===== src/rtl/round_key_sequencer.sv =====
// Round-key index sequencer: arbitrates encrypt/decrypt requests and steps the
// key-RAM select up (encrypt) or down (decrypt) once per datapath advance.
module round_key_sequencer #(
    parameter int NUM_ROUNDS = 10,
    parameter int IDX_W      = 4
) (
    input  logic             clk,
    input  logic             rst,
    input  logic             EncReq,
    input  logic             DecReq,
    input  logic             KeyAdv,
    input  logic             Abort,
    output logic [IDX_W-1:0] SelKey,
    output logic             KeyValid,
    output logic             ModeDec,
    output logic             Busy,
    output logic             LastKey,
    output logic             Done
);

    localparam logic [IDX_W-1:0] LAST_IDX = IDX_W'(NUM_ROUNDS);

    typedef enum logic [1:0] {IDLE, ENC, DEC, FIN} state_t;

    state_t state;
    logic   pend_valid;
    logic   pend_dec;

    // Launch decision shared by IDLE and FIN; a held pending request beats new ones.
    logic launch;
    logic launch_dec;
    logic next_pend_valid;
    logic next_pend_dec;

    always_comb begin
        launch          = 1'b0;
        launch_dec      = 1'b0;
        next_pend_valid = 1'b0;
        next_pend_dec   = 1'b0;
        if (state == FIN && pend_valid) begin
            launch     = 1'b1;
            launch_dec = pend_dec;
        end else if (EncReq) begin
            launch          = 1'b1;
            launch_dec      = 1'b0;
            next_pend_valid = DecReq;
            next_pend_dec   = 1'b1;
        end else if (DecReq) begin
            launch     = 1'b1;
            launch_dec = 1'b1;
        end
    end

    always_ff @(posedge clk or posedge rst) begin
        if (rst) begin
            state      <= IDLE;
            pend_valid <= 1'b0;
            pend_dec   <= 1'b0;
            SelKey     <= '0;
            KeyValid   <= 1'b0;
            ModeDec    <= 1'b0;
            Busy       <= 1'b0;
            LastKey    <= 1'b0;
            Done       <= 1'b0;
        end else begin
            Done <= 1'b0;
            if (Abort) begin
                state      <= IDLE;
                pend_valid <= 1'b0;
                SelKey     <= '0;
                KeyValid   <= 1'b0;
                Busy       <= 1'b0;
                LastKey    <= 1'b0;
            end else begin
                case (state)
                    IDLE, FIN: begin
                        pend_valid <= next_pend_valid;
                        pend_dec   <= next_pend_dec;
                        if (launch) begin
                            state    <= launch_dec ? DEC : ENC;
                            SelKey   <= launch_dec ? LAST_IDX : '0;
                            ModeDec  <= launch_dec;
                            KeyValid <= 1'b1;
                            Busy     <= 1'b1;
                            LastKey  <= 1'b0;
                        end else begin
                            state    <= IDLE;
                            SelKey   <= '0;
                            KeyValid <= 1'b0;
                            Busy     <= 1'b0;
                            LastKey  <= 1'b0;
                        end
                    end
                    ENC, DEC: begin
                        if (!pend_valid && (EncReq || DecReq)) begin
                            pend_valid <= 1'b1;
                            pend_dec   <= !EncReq;
                        end
                        if (KeyAdv) begin
                            if (LastKey) begin
                                state    <= FIN;
                                Done     <= 1'b1;
                                KeyValid <= 1'b0;
                                Busy     <= 1'b0;
                                LastKey  <= 1'b0;
                            end else if (state == ENC) begin
                                SelKey  <= SelKey + IDX_W'(1);
                                LastKey <= (SelKey + IDX_W'(1)) == LAST_IDX;
                            end else begin
                                SelKey  <= SelKey - IDX_W'(1);
                                LastKey <= SelKey == IDX_W'(1);
                            end
                        end
                    end
                    default: state <= IDLE;
                endcase
            end
        end
    end

endmodule

===== config.mk =====
export PLATFORM = sky130hd
export DESIGN_NAME = round_key_sequencer
export DESIGN_NICKNAME = d
export VERILOG_FILES = /design/src/rtl/round_key_sequencer.sv
export SDC_FILE = /design/constraint.sdc
export NUM_CORES = 1
export LEC_CHECK = 0
export BUFFER_PORTS_ARGS = -buffer_cell sky130_fd_sc_hd__buf_2
export CORE_UTILIZATION = 52
export DETAILED_ROUTE_END_ITERATION = 8
export PLACE_DENSITY = 0.83
export SKIP_LAST_GASP = 1
export SLEW_MARGIN = 20
export SYNTH_ARGS = -nofsm -noshare
export SYNTH_HDL_FRONTEND = slang
export SYNTH_SLANG_ARGS = --single-unit

===== constraint.sdc =====
create_clock -name clk -period 2.04 [get_ports clk]
set_input_delay 0.306 -clock clk [delete_from_list [all_inputs] [get_ports clk]]
set_output_delay 0.306 -clock clk [all_outputs]
set_load 0.01 [all_outputs]

==> flow_metrics.py, run 1 <==
metrics = {
    "detailed_routing": {
        "post-route-drc-count": 0,
        "finalWirelength_mm": 1.551,
        "route.met2.wl_um": 694,
        "detail_route.wl_per_cell_um": 14.23,
        "maxUsedRoutingLayer": "met4",
        "wl_met3_um": 100,
        "via_density_per_instance": 5.991,
        "final_antenna_net_count": 0,
        "vias": 653,
        "wl_met1_um": 745,
        "drt_pass1_iterations": 4,
        "drt_iter0_drc": 15,
    },
    "layout": {
        "n_antenna_cell": 0,
        "mostFrequentLayoutCells": "14 x sky130_fd_sc_hd__buf_2, 12 x sky130_fd_sc_hd__dfrtp_1, 8 x sky130_fd_sc_hd__inv_1",
        "layout.cells.most_common": "sky130_fd_sc_hd__buf_2",
        "layout-drive-gt1-share_pct": 25.53,
        "fill_cells": 118,
        "synthToLayoutAreaGrowth_pct": 12.79,
        "fin_nets": 106,
        "utilization_pct": 64.54,
    },
    "global_route": {
        "first_pass_grt_wire_length_mm": 2.318,
        "global_route.usage.total_pct": 22.29,
        "number_of_global_route_vias_before_repair": 515,
        "antenna_found_initial": 0,
        "grt_max_degree": 13,
        "grt_overflow": 0,
    },
    "synthesis": {
        "synth_xor_xnor_area_share_pct": 2.295,
        "ys_ff_latch": 12,
        "synth_compound_area_share_pct": 22.95,
        "synth-adder-area-share_pct": 8.197,
        "yosysWarnings": 0,
        "synthMuxAreaShare_pct": 4.262,
        "syn_inst": 80,
        "synthSimpleGateAreaFrac_pct": 15.41,
        "dominant_combinational_cell_family_by_area_after_synthesis": "compound AO/OA/AOI/OAI gates",
        "postSynthAreaPerCell_um2": 9.540,
        "synth_cell_types": 35,
        "syn-num-nets": 91,
        "synth_sequential_area_ratio_pct": 39.34,
        "post_synth_instance_area_um2": 763.2,
    },
    "die": {
        "io_pins": 15,
        "die_x_um": 40.31,
        "num_rows": 13,
        "die_area_um2": 1625,
        "core_region_area_um2": 1334,
        "floorplan.initialDensity_pct": 57.22,
        "chipHeight_um": 40.31,
    },
    "clock_network": {
        "ctsHtreeMaxLevel": 1,
        "clock_sinks": 12,
        "cts.path.max_buffers": 2,
        "reg_clk_slew_reported_paths_ns": 0.08,
        "numCtsBuffers": 3,
        "ctsResizeCount": 0,
        "clk_latency_ns": 0.28,
        "root_buffer": "sky130_fd_sc_hd__clkbuf_4",
        "post_cts.repair.setup_buffers": 0,
        "post_cts_hold_buffer_count": 0,
        "cts_tree": "yes",
    },
    "critical_path": {
        "path_class": "reg -> reg",
        "worst_r2r_endpoint": "SelKey[3]",
        "setup.worst_path.end_class": "flop",
        "r2r_cells": 4,
        "worstPathRequired_ns": 2.22,
        "setup.worst_path.start_class": "flop",
        "register_to_register_path_setup_slack_ns": 0.39,
        "path_max_fanout": 7,
        "cp_data_arrival_time_ns": 1.83,
        "regToRegStartpoint": "state[0]",
    },
    "sta": {
        "final_report_setup_violation_count": 0,
        "max_freq_ghz": 0.6057,
        "worst_slew_pin_slew_ns": 0.4490,
        "unrepaired_setup_endpoints_after_global_routing": "no",
        "finalHoldViolCount": 0,
        "layout_worst_path_cycle_share_pct": 80.93,
        "fin_skew_ns": 0.01356,
        "drv_slew": 0,
        "slew-limit-headroom_pct": 70.03,
        "final_worst_path_setup_slack_ns": 0.3891,
        "setup_tns_ns": 0,
        "finalCriticalPeriod_ns": 1.651,
    },
    "place": {
        "gp_routability_congestion": 0.8273,
        "place_ws_ns": 0.4286,
        "port_buffers": 14,
        "hpwl_after_detailed_placement_mm": 1.131,
    },
    "power": {
        "power_switching_mw": 0.4695,
        "switching_share_pct": 41.42,
        "intPower_mw": 0.6641,
        "total_power_consumption_mw": 1.134,
        "clk_network_pwr_share_pct": 16.5,
        "p_per_area_nw_per_um2": 1317,
        "ir_worst_vdd_v": 0.0008849,
        "combPwrFrac_pct": 47.6,
        "seq_power_share_pct": 35.9,
        "power_leakage_nw": 0.4169,
    },
    "run": {
        "maxCapViolCount": 0,
    },
    "outcome": {
        "status": "finished, final reports clean",
    },
    "worst_hold_path": {
        "timing.hold.worst.class": "in -> async",
    },
}
cell type report:
| type | instances | area, um^2 | share of cell area, % |
|---|---|---|---|
| clock buffers | 4 | 36.28 | 4.215 |
| multi-input cells | 56 | 405.4 | 47.09 |
| well taps | 15 | 18.77 | 2.180 |
| repair buffers | 14 | 70.07 | 8.140 |
| flip-flops and latches | 12 | 300.3 | 34.88 |
| inverters | 8 | 30.03 | 3.488 |
cells in the mapped netlist, drive strengths merged:
library cell / instances / area, um^2
o2111a: 1 / 11.26
a2111oi: 1 / 15.01
inv: 8 / 30.03
nand2b: 1 / 6.260
xnor2: 2 / 17.52
nand3b: 1 / 7.510
buf: 2 / 18.77
a21boi: 1 / 7.510
ha: 5 / 62.56
o31ai: 1 / 7.510
mux2i: 1 / 10.01
nand4: 1 / 6.260
clkbuf: 2 / 8.750
a21oi: 3 / 15.01
or2: 1 / 6.260
o21bai: 1 / 7.510
or3: 1 / 6.260
o2111ai: 1 / 8.760
nor2: 4 / 15.01
and4: 1 / 8.760
and2b: 1 / 7.510
o311a: 1 / 10.01
nand2: 7 / 26.28
nor4: 1 / 6.260
o21ai: 5 / 25.02
a221oi: 1 / 8.760
mux2: 2 / 22.52
o21a: 2 / 15.01
a31o: 2 / 17.52
and2: 1 / 6.260
dfrtp: 12 / 300.3
nand3: 3 / 15.01
a311oi: 3 / 26.28
registers in the layout, summed over array words and instances (netlist names):
| signal | count |
|---|---|
| SelKey | 4 |
| state | 2 |
| Busy | 1 |
| Done | 1 |
| LastKey | 1 |
| ModeDec | 1 |
| pend_dec | 1 |
| pend_valid | 1 |
worst max-delay path, stage by stage (launching register included):
cell,delay (ns)
sky130_fd_sc_hd__dfrtp_1,0.41
sky130_fd_sc_hd__ha_1,0.31
sky130_fd_sc_hd__nor4_1,0.37
sky130_fd_sc_hd__o21ai_0,0.18
sky130_fd_sc_hd__a2111oi_2,0.30
worst max path at each step:
stage / startpoint / end / slack [ns] / depth (start not counted)
floorplan: state[0] / SelKey[3] / 0.51 / 5
global placement: state[0] / SelKey[3] / 0.44 / 4
detailed placement: state[0] / pend_dec / 0.43 / 4
CTS: state[0] / SelKey[3] / 0.37 / 4
global route: state[0] / SelKey[3] / 0.21 / 4
finish: state[0] / SelKey[3] / 0.39 / 4
power by group through the flow:
stage / Sequential (mW) / Clock (mW) / Combinational [mW]
2_1_floorplan: 0.414 / 0 / 0.402
3_3_place_gp: 0.402 / 0 / 0.517
3_5_place_dp: 0.407 / 0 / 0.529
4_1_cts: 0.402 / 0.193 / 0.536
5_1_grt: 0.416 / 0.208 / 0.593
6_report: 0.407 / 0.187 / 0.539
logic make-up (layout without fill, tap and decap cells):
group / Yosys count / count (layout)
mux: 3 / 3
xor+xnor: 2 / 2
flops: 12 / 12
fa+ha+maj: 5 / 5
simple gates: 23 / 23
buf+inv: 12 / 26
compound gates: 23 / 23
metrics by stage:
stage | area, um^2 | hold slack, ns | cells
final | 860.8 | 0.01563 | 109
after global routing | 860.8 | 0.05613 | 109
after CTS | 860.8 | 0.02926 | 109
after detailed placement | 824.5 | 0.3338 | 105
after global placement | 824.5 | 0.3334 | 105
after floorplan | 763.2 | 0.1707 | 80
per-layer routing:
layer	vias to the layer above	track usage, %
met5	-	0
met3	2	10.00
met4	0	5.000
li1	318	-
met1	309	29.82
met2	24	33.06
(Power assumes the default switching activity.)
==> run 2, diff against run 1 <==
- ABC_AREA: unset -> 1
- clock period: 2.04 -> 1.6 ns (I/O delays scaled with it)
==> flow_metrics.py, run 2 <==
metrics = {
    "place": {
        "hpwl_after_detailed_placement_mm": 1.126,
        "gp_routability_congestion": 0.8778,
        "place_ws_ns": 0.1287,
        "port_buffers": 14,
        "place_inst": 129,
        "placed_area_um2": 854.6,
    },
    "synthesis": {
        "post_synth_instance_area_um2": 773.2,
        "synth_sequential_area_ratio_pct": 38.83,
        "synth_largest_area_cell": "sky130_fd_sc_hd__dfrtp_1",
        "synth.top_cell.area_share_pct": 38.83,
        "postSynthAreaPerCell_um2": 7.656,
        "synthTopCellsByArea": "sky130_fd_sc_hd__dfrtp_1 39%, sky130_fd_sc_hd__nand2_1 13%, sky130_fd_sc_hd__ha_1 8.1%",
        "ys_ff_latch": 12,
        "number_of_synthesized_flops_with_an_enable_pin": 0,
        "synthTopCellsByCount": "27 x sky130_fd_sc_hd__nand2_1, 14 x sky130_fd_sc_hd__inv_1, 12 x sky130_fd_sc_hd__dfrtp_1, 10 x sky130_fd_sc_hd__nand3_1, 10 x sky130_fd_sc_hd__o21ai_0",
        "most_frequently_used_cell_type_in_the_post_synthesis_netlist": "sky130_fd_sc_hd__nand2_1",
        "yosysWarnings": 0,
        "asyncSetResetFlopFracSynth_pct": 100.0,
        "syn-num-nets": 112,
        "synth_cell_types": 21,
        "ys_dominant_reg_cell": "sky130_fd_sc_hd__dfrtp_1",
        "syn_inst": 101,
    },
    "worst_hold_path": {
        "hold-path-endpoint": "pend_valid",
        "min_path_cells": 3,
        "hold_start": "DecReq",
        "timing.hold.worst.class": "in -> reg",
    },
    "layout": {
        "layout-drive-gt1-share_pct": 23.97,
        "n_antenna_cell": 0,
        "mostFrequentLayoutCells": "27 x sky130_fd_sc_hd__nand2_1, 14 x sky130_fd_sc_hd__inv_1, 14 x sky130_fd_sc_hd__buf_2",
        "largest-register": "SelKey",
        "largestRegisters": "SelKey: 4 flops, state: 2 flops",
        "layout.cells.most_common": "sky130_fd_sc_hd__nand2_1",
        "synthToLayoutAreaGrowth_pct": 18.77,
        "fin_nets": 133,
        "utilization_pct": 68.03,
        "instances_no_fill": 136,
        "largest_register_ff_count": 4,
        "final_design_area_no_fill_um2": 918.4,
    },
    "sta": {
        "unrepaired_setup_endpoints_after_global_routing": "no",
        "final_worst_path_setup_slack_ns": 0.1263,
        "worst_slew_pin_slew_ns": 0.4545,
        "max_freq_ghz": 0.6786,
        "fin_hold_ws_ns": 0.3025,
        "drv_slew": 0,
        "fin_skew_ns": 0.001567,
        "final_report_setup_violation_count": 0,
        "finalCriticalPeriod_ns": 1.474,
        "layout_worst_path_cycle_share_pct": 92.11,
        "setup_tns_ns": 0,
        "finalHoldViolCount": 0,
        "slew-limit-headroom_pct": 69.67,
    },
    "detailed_routing": {
        "final_antenna_net_count": 0,
        "drt_pass1_iterations": 4,
        "finalWirelength_mm": 1.598,
        "via_density_per_instance": 5.419,
        "vias": 737,
        "detail_route.wl_per_cell_um": 11.75,
        "drt_iter0_drc": 26,
        "post-route-drc-count": 0,
    },
    "clock_network": {
        "clk_latency_ns": 0.27,
        "reg_clk_slew_reported_paths_ns": 0.08,
        "root_buffer": "sky130_fd_sc_hd__clkbuf_4",
        "clock_sinks": 12,
        "ctsHtreeMaxLevel": 1,
        "cts_tree": "yes",
        "cts.path.max_buffers": 2,
        "numCtsBuffers": 3,
    },
    "die": {
        "io_pins": 15,
        "floorplan.initialDensity_pct": 57.28,
        "num_rows": 13,
        "die_area_um2": 1645,
        "die_x_um": 40.56,
        "core_region_area_um2": 1350,
        "chipHeight_um": 40.56,
    },
    "power": {
        "ir_worst_vdd_v": 0.0008708,
        "p_per_area_nw_per_um2": 1808,
        "total_power_consumption_mw": 1.661,
        "power_leakage_nw": 0.4974,
    },
    "critical_path": {
        "cpLargestDelayFamily": "simple AND/OR/NAND/NOR gates",
        "cp_data_arrival_time_ns": 1.69,
        "r2r_cells": 7,
        "setup.worst_path.start_class": "flop",
        "register_to_register_path_setup_slack_ns": 0.13,
        "regToRegStartpoint": "state[1]",
        "cp_cell_sequence": "inv_1 -> ha_2 -> nor2_4 -> inv_2 -> nor3_2 -> nand4_1 -> nand2_1",
        "setup.worst_path.end_class": "flop",
        "worst_r2r_endpoint": "LastKey",
        "path_class": "reg -> reg",
        "path_max_fanout": 7,
        "worstPathRequired_ns": 1.82,
        "cp_slowest_stage_delay_ns": 0.40,
        "cell_with_the_largest_stage_delay_on_the_worst_path": "sky130_fd_sc_hd__dfrtp_1",
        "cp_num_buf_inv": 2,
    },
    "global_route": {
        "grt_overflow": 0,
        "global_route.usage.total_pct": 21.44,
        "antenna_found_initial": 0,
        "number_of_global_route_vias_before_repair": 558,
        "first_pass_grt_wire_length_mm": 2.304,
        "grt_max_degree": 13,
    },
    "outcome": {
        "status": "finished, final reports clean",
    },
    "run": {
        "maxCapViolCount": 0,
    },
}
==> run 2: cell types whose count changed after synthesis, sizes merged, moves of 3 or more <==
cell	before	now
nand3	3	10
o21ai	5	13
a311oi	3	0
inv	8	17
nand2	7	27
==> run 2: what timing repair did <==
item	in CTS	in global routing
gates resized for setup	0	1
setup buffers	0	2
endpoints found under the setup margin	0	1
hold endpoints to repair	12	0
hold buffers	1	0
==> run 2: worst max path at each step <==
stage                     depth (start not counted)  startpoint        end
after floorplan                                   7    state[0]  SelKey[3]
after global placement                            6    state[0]    LastKey
after detailed placement                          6    state[0]    LastKey
after CTS                                         6    state[0]    LastKey
after global routing                              7    state[1]    LastKey
final                                             7    state[1]    LastKey
==> run 2: routing by layer <==
layer	share of wire (%)	global-route usage (%)	routed length (um)	vias up
met4	0.63	5.000	10	0
met3	6.4	6.667	103	2
li1	-	-	-	368
met5	0	0	0	-
met2	45	31.35	712	29
met1	48	30.41	771	338
==> run 2: area by class of cell <==
type	instances	area, um^2
inverter	17	66.31
multi-input combinational	71	401.6
clock buffer	4	36.28
tap	15	18.77
timing repair buffer	17	95.09
sequential	12	300.3
fill	108	431.7
==> run 2: logic make-up (layout without fill, tap and decap cells) <==
logic type,after synthesis,after routing,synth area share [%]
flip-flops,12,12,38.84
adder cells (fa/ha/maj),5,5,8.091
AO/OA/AOI/OAI,19,19,14.73
buffers and inverters,18,38,9.548
AND/OR/NAND/NOR,47,47,28.80
==> run 2: worst min-delay path: cells and delay by family <==
family / cells / cell delay, ns
buffers and inverters: 1 / 0.10
AO/OA/AOI/OAI: 2 / 0.20
==> run 2: power by group <==
part           total (mW)  switching (mW)  internal [mW]
combinational       0.871           0.523          0.348
clock               0.246           0.107          0.138
sequential          0.544           0.127          0.417
total                1.66           0.757          0.904
==> run 3, diff against run 2 <==
- CORE_UTILIZATION: 52 -> 30
- CTS_BUF_LIST: unset -> sky130_fd_sc_hd__clkbuf_2
- PLACE_DENSITY: 0.83 -> 0.56
==> flow_metrics.py, run 3 (synthesis gave the netlist of run 2 again) <==
metrics = {
    "global_route": {
        "global_route.usage.total_pct": 14.53,
        "grt_max_degree": 13,
        "first_pass_grt_wire_length_mm": 2.801,
        "antenna_found_initial": 0,
        "number_of_global_route_vias_before_repair": 638,
        "grt_overflow": 0,
    },
    "critical_path": {
        "path_class": "reg -> reg",
        "regToRegStartpoint": "state[1]",
        "cell_with_the_largest_stage_delay_on_the_worst_path": "sky130_fd_sc_hd__dfrtp_1",
        "cp_slowest_stage_delay_ns": 0.41,
        "path_max_fanout": 7,
        "setup.worst_path.end_class": "flop",
        "cp_cell_sequence": "inv_1 -> ha_2 -> nor2_4 -> inv_2 -> nor3_2 -> nand4_1 -> nand2_1",
        "worstPathRequired_ns": 1.83,
        "r2r_cells": 7,
        "register_to_register_path_setup_slack_ns": 0.10,
        "cp_data_arrival_time_ns": 1.73,
        "worst_r2r_endpoint": "LastKey",
        "setup.worst_path.start_class": "flop",
    },
    "clock_network": {
        "reg_clk_slew_reported_paths_ns": 0.14,
        "cts_tree": "yes",
        "root_buffer": "sky130_fd_sc_hd__clkbuf_2",
        "numCtsBuffers": 3,
        "cts.path.max_buffers": 2,
        "ctsHtreeMaxLevel": 1,
        "clk_latency_ns": 0.28,
        "clock_sinks": 12,
    },
    "power": {
        "intPower_mw": 0.8439,
        "combPwrFrac_pct": 56.0,
        "switching_share_pct": 47.18,
        "total_power_consumption_mw": 1.598,
        "power_switching_mw": 0.7538,
        "power_leakage_nw": 0.5009,
        "seq_power_share_pct": 33.3,
        "p_per_area_nw_per_um2": 1710,
        "clk_network_pwr_share_pct": 10.6,
        "ir_worst_vdd_v": 0.0006749,
    },
    "detailed_routing": {
        "via_density_per_instance": 4.686,
        "finalWirelength_mm": 1.629,
        "wl_met1_um": 778,
        "post-route-drc-count": 0,
        "detail_route.wl_per_cell_um": 10.65,
        "vias": 717,
        "maxUsedRoutingLayer": "met4",
        "final_antenna_net_count": 0,
        "wl_met3_um": 68,
        "drt_pass1_iterations": 5,
        "drt_iter0_drc": 23,
        "route.met2.wl_um": 739,
    },
    "place": {
        "place_ws_ns": 0.09085,
        "gp_routability_congestion": 0.8956,
        "hpwl_after_detailed_placement_mm": 1.265,
        "port_buffers": 14,
    },
    "sta": {
        "worst_slew_pin_slew_ns": 0.4941,
        "fin_skew_ns": 0.007857,
        "setup_tns_ns": 0,
        "finalCriticalPeriod_ns": 1.497,
        "final_worst_path_setup_slack_ns": 0.1031,
        "drv_slew": 0,
        "finalHoldViolCount": 0,
        "layout_worst_path_cycle_share_pct": 93.56,
        "final_report_setup_violation_count": 0,
        "unrepaired_setup_endpoints_after_global_routing": "no",
        "slew-limit-headroom_pct": 67.03,
        "max_freq_ghz": 0.6680,
    },
    "worst_hold_path": {
        "min_path_cells": 3,
        "hold-path-endpoint": "pend_valid",
        "timing.hold.worst.class": "in -> reg",
        "hold_start": "DecReq",
    },
    "layout": {
        "layout-drive-gt1-share_pct": 24.39,
        "largest_register_ff_count": 4,
        "fin_nets": 135,
        "n_antenna_cell": 0,
        "synthToLayoutAreaGrowth_pct": 20.87,
        "mostFrequentLayoutCells": "27 x sky130_fd_sc_hd__nand2_1, 14 x sky130_fd_sc_hd__inv_1, 14 x sky130_fd_sc_hd__buf_2",
        "largest-register": "SelKey",
        "layout.cells.most_common": "sky130_fd_sc_hd__nand2_1",
        "fill_cells": 261,
        "largestRegisters": "SelKey: 4 flops, state: 2 flops",
    },
    "die": {
        "die_x_um": 52.77,
        "core_region_area_um2": 2455,
        "io_pins": 15,
        "num_rows": 18,
        "chipHeight_um": 52.77,
        "die_area_um2": 2785,
        "floorplan.initialDensity_pct": 31.50,
    },
    "run": {
        "maxCapViolCount": 0,
    },
    "outcome": {
        "status": "finished, final reports clean",
    },
}
==> run 3: critical path: cells and delay by family, from the launching register on <==
family,cells,cell delay (ns)
buffers and inverters,2,0.18
flip-flops,1,0.41
adder cells (fa/ha/maj),1,0.33
AND/OR/NAND/NOR,4,0.53
==> run 3: per-stage QoR <==
step	instances	hold WS, ns	cell area (um^2)	util [%]
3_3_place_gp	146	0.2828	888.4	36.19
6_report	153	0.2836	934.6	38.07
4_1_cts	151	0.2561	917.1	37.36
2_1_floorplan	101	0.1047	773.2	-
5_1_grt	153	0.3003	934.6	38.07
3_5_place_dp	146	0.2943	888.4	36.19
==> run 3: routing by layer <==
metal | up-vias | GRT usage, %
li1 | 374 | -
met1 | 322 | 18.07
met2 | 16 | 21.52
met3 | 5 | 3.768
met4 | 0 | 10.09
met5 | - | 0
==> run 3: worst max-delay path by stage <==
stage	slack, ns	startpoint	cells after the start	end
3_5_place_dp	0.09	state[0]	6	LastKey
3_3_place_gp	0.13	state[0]	6	LastKey
6_report	0.10	state[1]	7	LastKey
4_1_cts	0.06	state[0]	6	LastKey
2_1_floorplan	0.25	state[0]	7	SelKey[3]
5_1_grt	0.01	state[1]	7	LastKey
==> run 3: repair_timing <==
action / CTS / global route
setup buffers: 0 / 2
hold endpoints to repair: 12 / 0
hold buffers: 1 / 0
resized for setup: 0 / 1
setup endpoints to repair: 0 / 4
==> run 3: area by class of cell <==
cell class | instances | area [um^2] | area share [%]
clock buffers | 3 | 15.01 | 1.606
clock inverters | 1 | 3.754 | 0.4016
inverters | 17 | 66.31 | 7.095
multi-input cells | 71 | 401.6 | 42.97
flip-flops and latches | 12 | 300.3 | 32.13
well taps | 30 | 37.54 | 4.016
repair buffers | 19 | 110.1 | 11.78
==> run 3: power by group through the flow <==
| stage | registers [mW] | clock network (mW) | logic, mW |
|---|---|---|---|
| detailed placement | 0.541 | 0 | 0.853 |
| CTS | 0.534 | 0.177 | 0.858 |
| global route | 0.557 | 0.189 | 1.05 |
| finish | 0.532 | 0.170 | 0.896 |
| global placement | 0.536 | 0 | 0.853 |
| floorplan | 0.558 | 0 | 0.586 |
